File: src/rtl/qspi_rx_packer_pkg.sv
// Shared types and lookups for the QSPI receive packer.
// Lane-mode and FSM encodings, samples-per-word helper.
package qspi_pkg;

  typedef enum logic [1:0] {
    LANE_1 = 2'd0,
    LANE_2 = 2'd1,
    LANE_4 = 2'd2
  } lane_mode_e;

  typedef enum logic [1:0] {
    IDLE  = 2'd0,
    RECV  = 2'd1,
    DRAIN = 2'd2,
    DONE  = 2'd3
  } rx_state_e;

  function automatic lane_mode_e decode_lane(
    input logic [1:0] raw
  );
    lane_mode_e m;
    unique case (1'b1)
      (raw == 2'b00): m = LANE_1;
      (raw == 2'b01): m = LANE_2;
      default:        m = LANE_4;
    endcase
    return m;
  endfunction

  function automatic int unsigned spw(
    input lane_mode_e  m,
    input int unsigned w
  );
    int unsigned n;
    unique case (1'b1)
      (m == LANE_1): n = w;
      (m == LANE_2): n = w / 2;
      default:       n = w / 4;
    endcase
    return n;
  endfunction

endpackage

File: src/rtl/qspi_rx_packer_if.sv
// Bundle between the QSPI controller / read buffer and the packer.
// master drives strobes and buffer status, slave is the packer.
interface qspi_rx_packer_if #(
  parameter int WORD_W    = 32,
  parameter int MAX_WORDS = 16,
  parameter int CNT_W     = $clog2(MAX_WORDS + 1)
);
  logic              start_in;
  logic [CNT_W-1:0]  word_cnt_in;
  logic [1:0]        lane_mode_in;
  logic              sample_en_in;
  logic [3:0]        io_in;
  logic              abort_in;
  logic              fifo_full_in;
  logic [WORD_W-1:0] wr_data_out;
  logic              wr_en_out;
  logic              hold_sclk_out;
  logic              busy_out;
  logic              done_out;
  logic              overrun_out;

  modport master (
    output start_in, word_cnt_in, lane_mode_in,
    output sample_en_in, io_in, abort_in,
    output fifo_full_in,
    input  wr_data_out, wr_en_out, hold_sclk_out,
    input  busy_out, done_out, overrun_out
  );

  modport slave (
    input  start_in, word_cnt_in, lane_mode_in,
    input  sample_en_in, io_in, abort_in,
    input  fifo_full_in,
    output wr_data_out, wr_en_out, hold_sclk_out,
    output busy_out, done_out, overrun_out
  );
endinterface

File: src/rtl/qspi_rx_packer_shifter.sv
// Lane-select shift register and sample counter; emits packed word.
// QSPI_RX_BYTE_SWAP_EN selects big-endian byte order.
module qspi_rx_shifter
  import qspi_pkg::*;
#(
  parameter int WORD_W = 32
) (
  input  logic              clk,
  input  logic              rst_n,
  input  logic              clear,
  input  logic              shift,
  input  lane_mode_e        mode,
  input  logic [3:0]        io,
  output logic              word_complete,
  output logic [WORD_W-1:0] word
);

  localparam int CW = $clog2(WORD_W);

  logic [WORD_W-1:0] sreg;
  logic [WORD_W-1:0] sreg_nx;
  logic [CW-1:0]     cnt;
  logic [CW-1:0]     last;

  always_comb begin
    sreg_nx = sreg;
    unique case (1'b1)
      (mode == LANE_1): sreg_nx = {sreg[WORD_W-2:0], io[1]};
      (mode == LANE_2): sreg_nx = {sreg[WORD_W-3:0], io[1:0]};
      default:          sreg_nx = {sreg[WORD_W-5:0], io};
    endcase
  end

  assign last          = CW'(spw(mode, WORD_W) - 1);
  assign word_complete = shift && (cnt == last);

  // Stream order has the first byte in the top lane of sreg.
  always_comb begin
    word = sreg_nx;
`ifndef QSPI_RX_BYTE_SWAP_EN
    for (int b = 0; b < WORD_W / 8; b++) begin
      word[8*b +: 8] = sreg_nx[WORD_W-8-8*b +: 8];
    end
`endif
  end

  always_ff @(posedge clk or negedge rst_n) begin
    if (!rst_n) begin
      sreg <= '0;
      cnt  <= '0;
    end else if (clear) begin
      sreg <= '0;
      cnt  <= '0;
    end else if (shift) begin
      sreg <= sreg_nx;
      cnt  <= word_complete ? '0 : cnt + 1'b1;
    end
  end

endmodule

File: src/rtl/qspi_rx_packer.sv
// QSPI receive packer: FSM, pending word, burst count, overrun.
// Build option QSPI_RX_BYTE_SWAP_EN: big-endian word packing.
module qspi_rx_packer
  import qspi_pkg::*;
#(
  parameter int WORD_W    = 32,
  parameter int MAX_WORDS = 16,
  parameter int CNT_W     = $clog2(MAX_WORDS + 1)
) (
  input logic              h_clk,
  input logic              h_rstn,
  qspi_rx_packer_if.slave  bus
);

  localparam logic [CNT_W-1:0] MAXW = CNT_W'(MAX_WORDS);
  localparam logic [CNT_W-1:0] ONE  = CNT_W'(1);

  rx_state_e         state;
  rx_state_e         state_nx;
  lane_mode_e        mode_q;
  logic [CNT_W-1:0]  target_q;
  logic [CNT_W-1:0]  words_rcvd;
  logic [CNT_W-1:0]  words_wr;
  logic [CNT_W-1:0]  clamp;
  logic [WORD_W-1:0] word_q;
  logic [WORD_W-1:0] word;
  logic              pend;
  logic              overrun;
  logic              word_complete;
  logic              hold;
  logic              accept;
  logic              wr_en;
  logic              start_ok;
  logic              last_word;
  logic              drop;

  assign hold  = pend && bus.fifo_full_in;
  assign wr_en = pend && !bus.fifo_full_in && !bus.abort_in;

  assign start_ok = bus.start_in && (state == IDLE) && !bus.abort_in;

  assign accept = bus.sample_en_in && (state == RECV)
               && !hold && !bus.abort_in;

  assign drop = bus.sample_en_in && (state == RECV) && hold;

  assign clamp = (bus.word_cnt_in > MAXW) ? MAXW : bus.word_cnt_in;

  assign last_word = (words_rcvd == target_q - ONE);

  qspi_rx_shifter #(
    .WORD_W(WORD_W)
  ) u_shifter (
    .clk          (h_clk),
    .rst_n        (h_rstn),
    .clear        (bus.abort_in || start_ok),
    .shift        (accept),
    .mode         (mode_q),
    .io           (bus.io_in),
    .word_complete(word_complete),
    .word         (word)
  );

  always_comb begin
    state_nx = state;
    unique case (state)
      IDLE: begin
        if (start_ok) begin
          state_nx = (clamp == '0) ? DONE : RECV;
        end
      end
      RECV: begin
        if (accept && word_complete && last_word) begin
          state_nx = DRAIN;
        end
      end
      DRAIN: begin
        if (wr_en && (words_wr + ONE == target_q)) begin
          state_nx = DONE;
        end
      end
      DONE: state_nx = IDLE;
      default: state_nx = IDLE;
    endcase
    if (bus.abort_in) begin
      state_nx = IDLE;
    end
  end

  always_ff @(posedge h_clk or negedge h_rstn) begin
    if (!h_rstn) begin
      state <= IDLE;
    end else begin
      state <= state_nx;
    end
  end

  always_ff @(posedge h_clk or negedge h_rstn) begin
    if (!h_rstn) begin
      pend       <= 1'b0;
      word_q     <= '0;
      words_rcvd <= '0;
      words_wr   <= '0;
      target_q   <= '0;
      mode_q     <= LANE_1;
    end else if (bus.abort_in) begin
      pend       <= 1'b0;
      words_rcvd <= '0;
      words_wr   <= '0;
      target_q   <= '0;
    end else begin
      if (start_ok) begin
        target_q   <= clamp;
        mode_q     <= decode_lane(bus.lane_mode_in);
        words_rcvd <= '0;
        words_wr   <= '0;
      end
      // A write and a new completion can coincide; completion wins.
      if (accept && word_complete) begin
        word_q     <= word;
        pend       <= 1'b1;
        words_rcvd <= words_rcvd + ONE;
      end else if (wr_en) begin
        pend <= 1'b0;
      end
      if (wr_en) begin
        words_wr <= words_wr + ONE;
      end
    end
  end

  always_ff @(posedge h_clk or negedge h_rstn) begin
    if (!h_rstn) begin
      overrun <= 1'b0;
    end else if (!bus.abort_in) begin
      if (start_ok) begin
        overrun <= 1'b0;
      end else if (drop) begin
        overrun <= 1'b1;
      end
    end
  end

  assign bus.wr_data_out   = word_q;
  assign bus.wr_en_out     = wr_en;
  assign bus.hold_sclk_out = hold;
  assign bus.busy_out      = (state != IDLE);
  assign bus.done_out      = (state == DONE);
  assign bus.overrun_out   = overrun;

endmodule

File: src/flat_wrapper.sv
// flat-port wrapper written by rule: the top's interface ports become plain ports
module qspi_rx_packer_flat import qspi_pkg::*;
#(
  parameter int WORD_W    = 32,
  parameter int MAX_WORDS = 16,
  parameter int CNT_W     = $clog2(MAX_WORDS + 1)
)
  (h_clk, h_rstn, bus_start_in, bus_word_cnt_in, bus_lane_mode_in, bus_sample_en_in, bus_io_in, bus_abort_in, bus_fifo_full_in, bus_wr_data_out, bus_wr_en_out, bus_hold_sclk_out, bus_busy_out, bus_done_out, bus_overrun_out);
  qspi_rx_packer_if #(.WORD_W(WORD_W), .MAX_WORDS(MAX_WORDS), .CNT_W(CNT_W)) bus_i ();
  input logic h_clk;
  input logic h_rstn;
  input wire logic [$bits(bus_i.start_in)-1:0] bus_start_in;
  input wire logic [$bits(bus_i.word_cnt_in)-1:0] bus_word_cnt_in;
  input wire logic [$bits(bus_i.lane_mode_in)-1:0] bus_lane_mode_in;
  input wire logic [$bits(bus_i.sample_en_in)-1:0] bus_sample_en_in;
  input wire logic [$bits(bus_i.io_in)-1:0] bus_io_in;
  input wire logic [$bits(bus_i.abort_in)-1:0] bus_abort_in;
  input wire logic [$bits(bus_i.fifo_full_in)-1:0] bus_fifo_full_in;
  output wire logic [$bits(bus_i.wr_data_out)-1:0] bus_wr_data_out;
  output wire logic [$bits(bus_i.wr_en_out)-1:0] bus_wr_en_out;
  output wire logic [$bits(bus_i.hold_sclk_out)-1:0] bus_hold_sclk_out;
  output wire logic [$bits(bus_i.busy_out)-1:0] bus_busy_out;
  output wire logic [$bits(bus_i.done_out)-1:0] bus_done_out;
  output wire logic [$bits(bus_i.overrun_out)-1:0] bus_overrun_out;
  assign bus_i.start_in = bus_start_in;
  assign bus_i.word_cnt_in = bus_word_cnt_in;
  assign bus_i.lane_mode_in = bus_lane_mode_in;
  assign bus_i.sample_en_in = bus_sample_en_in;
  assign bus_i.io_in = bus_io_in;
  assign bus_i.abort_in = bus_abort_in;
  assign bus_i.fifo_full_in = bus_fifo_full_in;
  assign bus_wr_data_out = bus_i.wr_data_out;
  assign bus_wr_en_out = bus_i.wr_en_out;
  assign bus_hold_sclk_out = bus_i.hold_sclk_out;
  assign bus_busy_out = bus_i.busy_out;
  assign bus_done_out = bus_i.done_out;
  assign bus_overrun_out = bus_i.overrun_out;
  qspi_rx_packer #(.WORD_W(WORD_W), .MAX_WORDS(MAX_WORDS), .CNT_W(CNT_W)) u_core (.h_clk(h_clk), .h_rstn(h_rstn), .bus(bus_i));
endmodule
File: config.mk
export PLATFORM = sky130hd
export DESIGN_NAME = qspi_rx_packer_flat
export DESIGN_NICKNAME = d
export VERILOG_FILES = /design/src/rtl/qspi_rx_packer_pkg.sv /design/src/rtl/qspi_rx_packer_if.sv /design/src/rtl/qspi_rx_packer_shifter.sv /design/src/rtl/qspi_rx_packer.sv /design/src/flat_wrapper.sv
export SDC_FILE = /design/constraint.sdc
export NUM_CORES = 1
export LEC_CHECK = 0
export ABC_AREA = 0
export BUFFER_PORTS_ARGS = -buffer_cell sky130_fd_sc_hd__buf_2
export CAP_MARGIN = 10
export CORE_MARGIN = 1
export CORE_UTILIZATION = 50
export DETAILED_ROUTE_END_ITERATION = 6
export PLACE_DENSITY = 0.7
export SETUP_SLACK_MARGIN = 0.15
export SYNTH_ARGS = -nofsm -noshare
export SYNTH_HDL_FRONTEND = slang
export SYNTH_SLANG_ARGS = --single-unit
export TNS_END_PERCENT = 30
File: constraint.sdc
create_clock -name h_clk -period 2.78 [get_ports h_clk]
set_clock_uncertainty 0.2 [all_clocks]
set_input_delay 0.278 -clock h_clk [delete_from_list [all_inputs] [get_ports h_clk]]
set_output_delay 0.278 -clock h_clk [all_outputs]
set_load 0.05 [all_outputs]
==> results.sh <==
export IMPL_htreeDepth=3
export IMPL_synth_warnings=0
export IMPL_crit_arrival_ps=2590
export IMPL_drc_errors=7
export IMPL_io_pin_count=54
export IMPL_final_cell_area_um2=5300
export IMPL_ys_seq_area_share_pct=48.4
export IMPL_area_delta_synth_final_pct=15.2
export IMPL_drt_iter0_drc=257
export IMPL_final_common_cell="nand2_1"
export IMPL_crit_fanout=4
export IMPL_dp_cells=690
export IMPL_num_rows=34
export IMPL_die_area_um2=9580
export IMPL_hold_viol_final=0
export IMPL_grt_pass1_vias=3748
export IMPL_core_um2=8810
export IMPL_start_kind="flip-flop"
export IMPL_drv_cap=0
export IMPL_num_fill_cells=799
export IMPL_path_clk_slew_ps=80
export IMPL_start_util_pct=52.2
export IMPL_worst_pin_slew_ps=536
export IMPL_async_flop_share_pct=100
export IMPL_met3_length_um=447
export IMPL_die_h_um=97.9
export IMPL_avgSynthCellArea_um2=8.44
export IMPL_power_density_nw_per_um2=589
export IMPL_wl_per_cell_um=15.0
export IMPL_dpl_worst_slack_ps=174
export IMPL_max_slew_margin_pct=63.9
export IMPL_synth_cells=545
export IMPL_cts_buffers=9
export IMPL_min_path_type="in2reg"
export IMPL_finalPower_mw=3.12
export IMPL_num_vias=3945
export IMPL_violations="design-rule violations"
export IMPL_criticalPathCategory="reg2reg"
export IMPL_grt_pass1_wl_mm=17.9
export IMPL_crit_required_ps=2820
export IMPL_whs_ps=22.7
export IMPL_viasPerCell=5.56
export IMPL_cts_sinks=89
export IMPL_vdd_ir_drop_worst_mv=0.269
export IMPL_cts_path_max_buffers=2
export IMPL_ant_nets=0
export IMPL_drv_slew=0
export IMPL_wl_mm=10.7
export IMPL_cts_tree="done"
export IMPL_grt_max_degree=62
export IMPL_gp_congestion=0.876
export IMPL_ys_ff_latch=89
export IMPL_clk_latency_ps=360
export IMPL_p_leak_nw=2.53
export IMPL_drive_gt1_share_pct=15.4
export IMPL_clock_fmax_mhz=392
export IMPL_met2_wirelength_mm=5.08
export IMPL_fin_tns_setup_ps=0
export IMPL_final_cell_mix="nand2_1 (192), dfrtp_1 (88), buf_2 (52)"
export IMPL_syn_area_um2=4600
export IMPL_rsz0062_at_grt="no"
export IMPL_placed_cell_area_um2=5010
export IMPL_die_w_um=97.9
export IMPL_synth_ff_type="dfrtp_1"
export IMPL_nNetsFinal=624
export IMPL_num_antenna_cells=0
export IMPL_yosysUniqueCellTypes=40
export IMPL_synth_fp_nets=571
export IMPL_port_buffers=53
export IMPL_finalSetupViolations=0
export IMPL_worst_slack_ps=227
export IMPL_hpwl_mm=7.26
export IMPL_antenna_found_initial=0
export IMPL_dr_max_layer_used="met4"
export IMPL_cts_root_buf="clkbuf_8"
export IMPL_grt_total_usage_pct=23.2
export IMPL_wl_met1_mm=4.98
export IMPL_min_period_over_period_pct=91.8
export IMPL_first_pass_iters=6
export IMPL_cp_end_kind="flip-flop"
export IMPL_final_core_util_pct=60.1
export IMPL_status="finished, violations left"
export IMPL_synth_edff_count=0
export IMPL_gr_total_overflow=0
export IMPL_final_cells=710
export IMPL_fin_crit_ps=2550
==> power breakdown <==
part           switching (mW)  internal [mW]
sequential             0.0478           1.33
combinational           0.512          0.251
clock                   0.458          0.524
total                    1.02           2.10
==> metal layers <==
metal / track usage [%] / vias to the layer above
met1: 32.4 / 1925
met4: 8.28 / 0
met5: 0 / -
met3: 2.72 / 11
li1: - / 1906
met2: 37.6 / 103
==> registers in the layout, summed over array words and instances (netlist names) <==
register                flops
u_core.bus.wr_data_out     32
u_core.u_shifter.sreg      31
u_core.target_q             5
u_core.u_shifter.cnt        5
u_core.words_rcvd           5
u_core.words_wr             5
u_core.mode_q               2
u_core.state                2
u_core.bus.overrun_out      1
u_core.pend                 1
==> cell usage after synthesis, drive strengths merged, types with 4 or more instances <==
library cell  number  share of area, %
nor3               6              0.65
nand2            192                16
a21oi             44               4.8
o21ai             38               4.1
xnor2              8               1.5
nor3b              4              0.65
inv                7              0.57
nor2              24               2.0
clkbuf            28               2.3
nand3             14               1.5
mux2i             34               7.4
xor2              12               2.3
nand2b             5              0.68
buf                5              0.52
ha                 9               2.4
dfrtp             89                48
==> cell families after synthesis <==
kind of cell	after synthesis	synth area share, %
mux	36	7.89
fa+ha+maj	9	2.45
compound gates	96	11.5
buf+inv	40	3.37
xor+xnor	20	3.81
simple gates	255	22.6
flops	89	48.4
==> path summary, 6_finish.rpt <==
kind | start | to | slack [ps] | cells past startpoint
setup reg to reg | u_core.state[1] | u_core.state[1] | 230 | 7
hold / removal | bus_word_cnt_in[4] | u_core.target_q[4] | 20 | 3
setup / recovery | u_core.state[1] | u_core.state[1] | 230 | 7
hold reg to reg | u_core.bus.wr_data_out[11] | u_core.bus.wr_data_out[11] | 270 | 2
min in group asynchronous | h_rstn | u_core.target_q[3] | 240 | 2
max in group asynchronous | h_rstn | u_core.words_wr[0] | 1470 | 3
==> timing repair <==
| item | in CTS | in global routing |
|---|---|---|
| buffers inserted | 0 | 1 |
| endpoints found under the setup margin | 0 | 3 |
| resized for setup | 0 | 4 |
| hold endpoints to repair | 40 | 0 |
| hold buffers | 4 | 0 |
==> layout make-up <==
cell class	instances	area, um2	share of cell area (%)
sequential	89	2230	42.1
timing repair buffer	75	455	8.60
inverter	7	26.3	0.496
clock inverter	5	80.1	1.51
multi-input combinational	416	2230	42.2
clock buffer	10	138	2.60
tap	108	135	2.55
==> critical path, cell delays in order, from the launching register on <==
cell and delay, ps:
dfrtp_1 420, inv_2 100, ha_2 200, and2_1 200, nand3_1 120, o41a_1 460, a2111o_1 420, mux2_1 310
(Power assumes the default switching activity.)
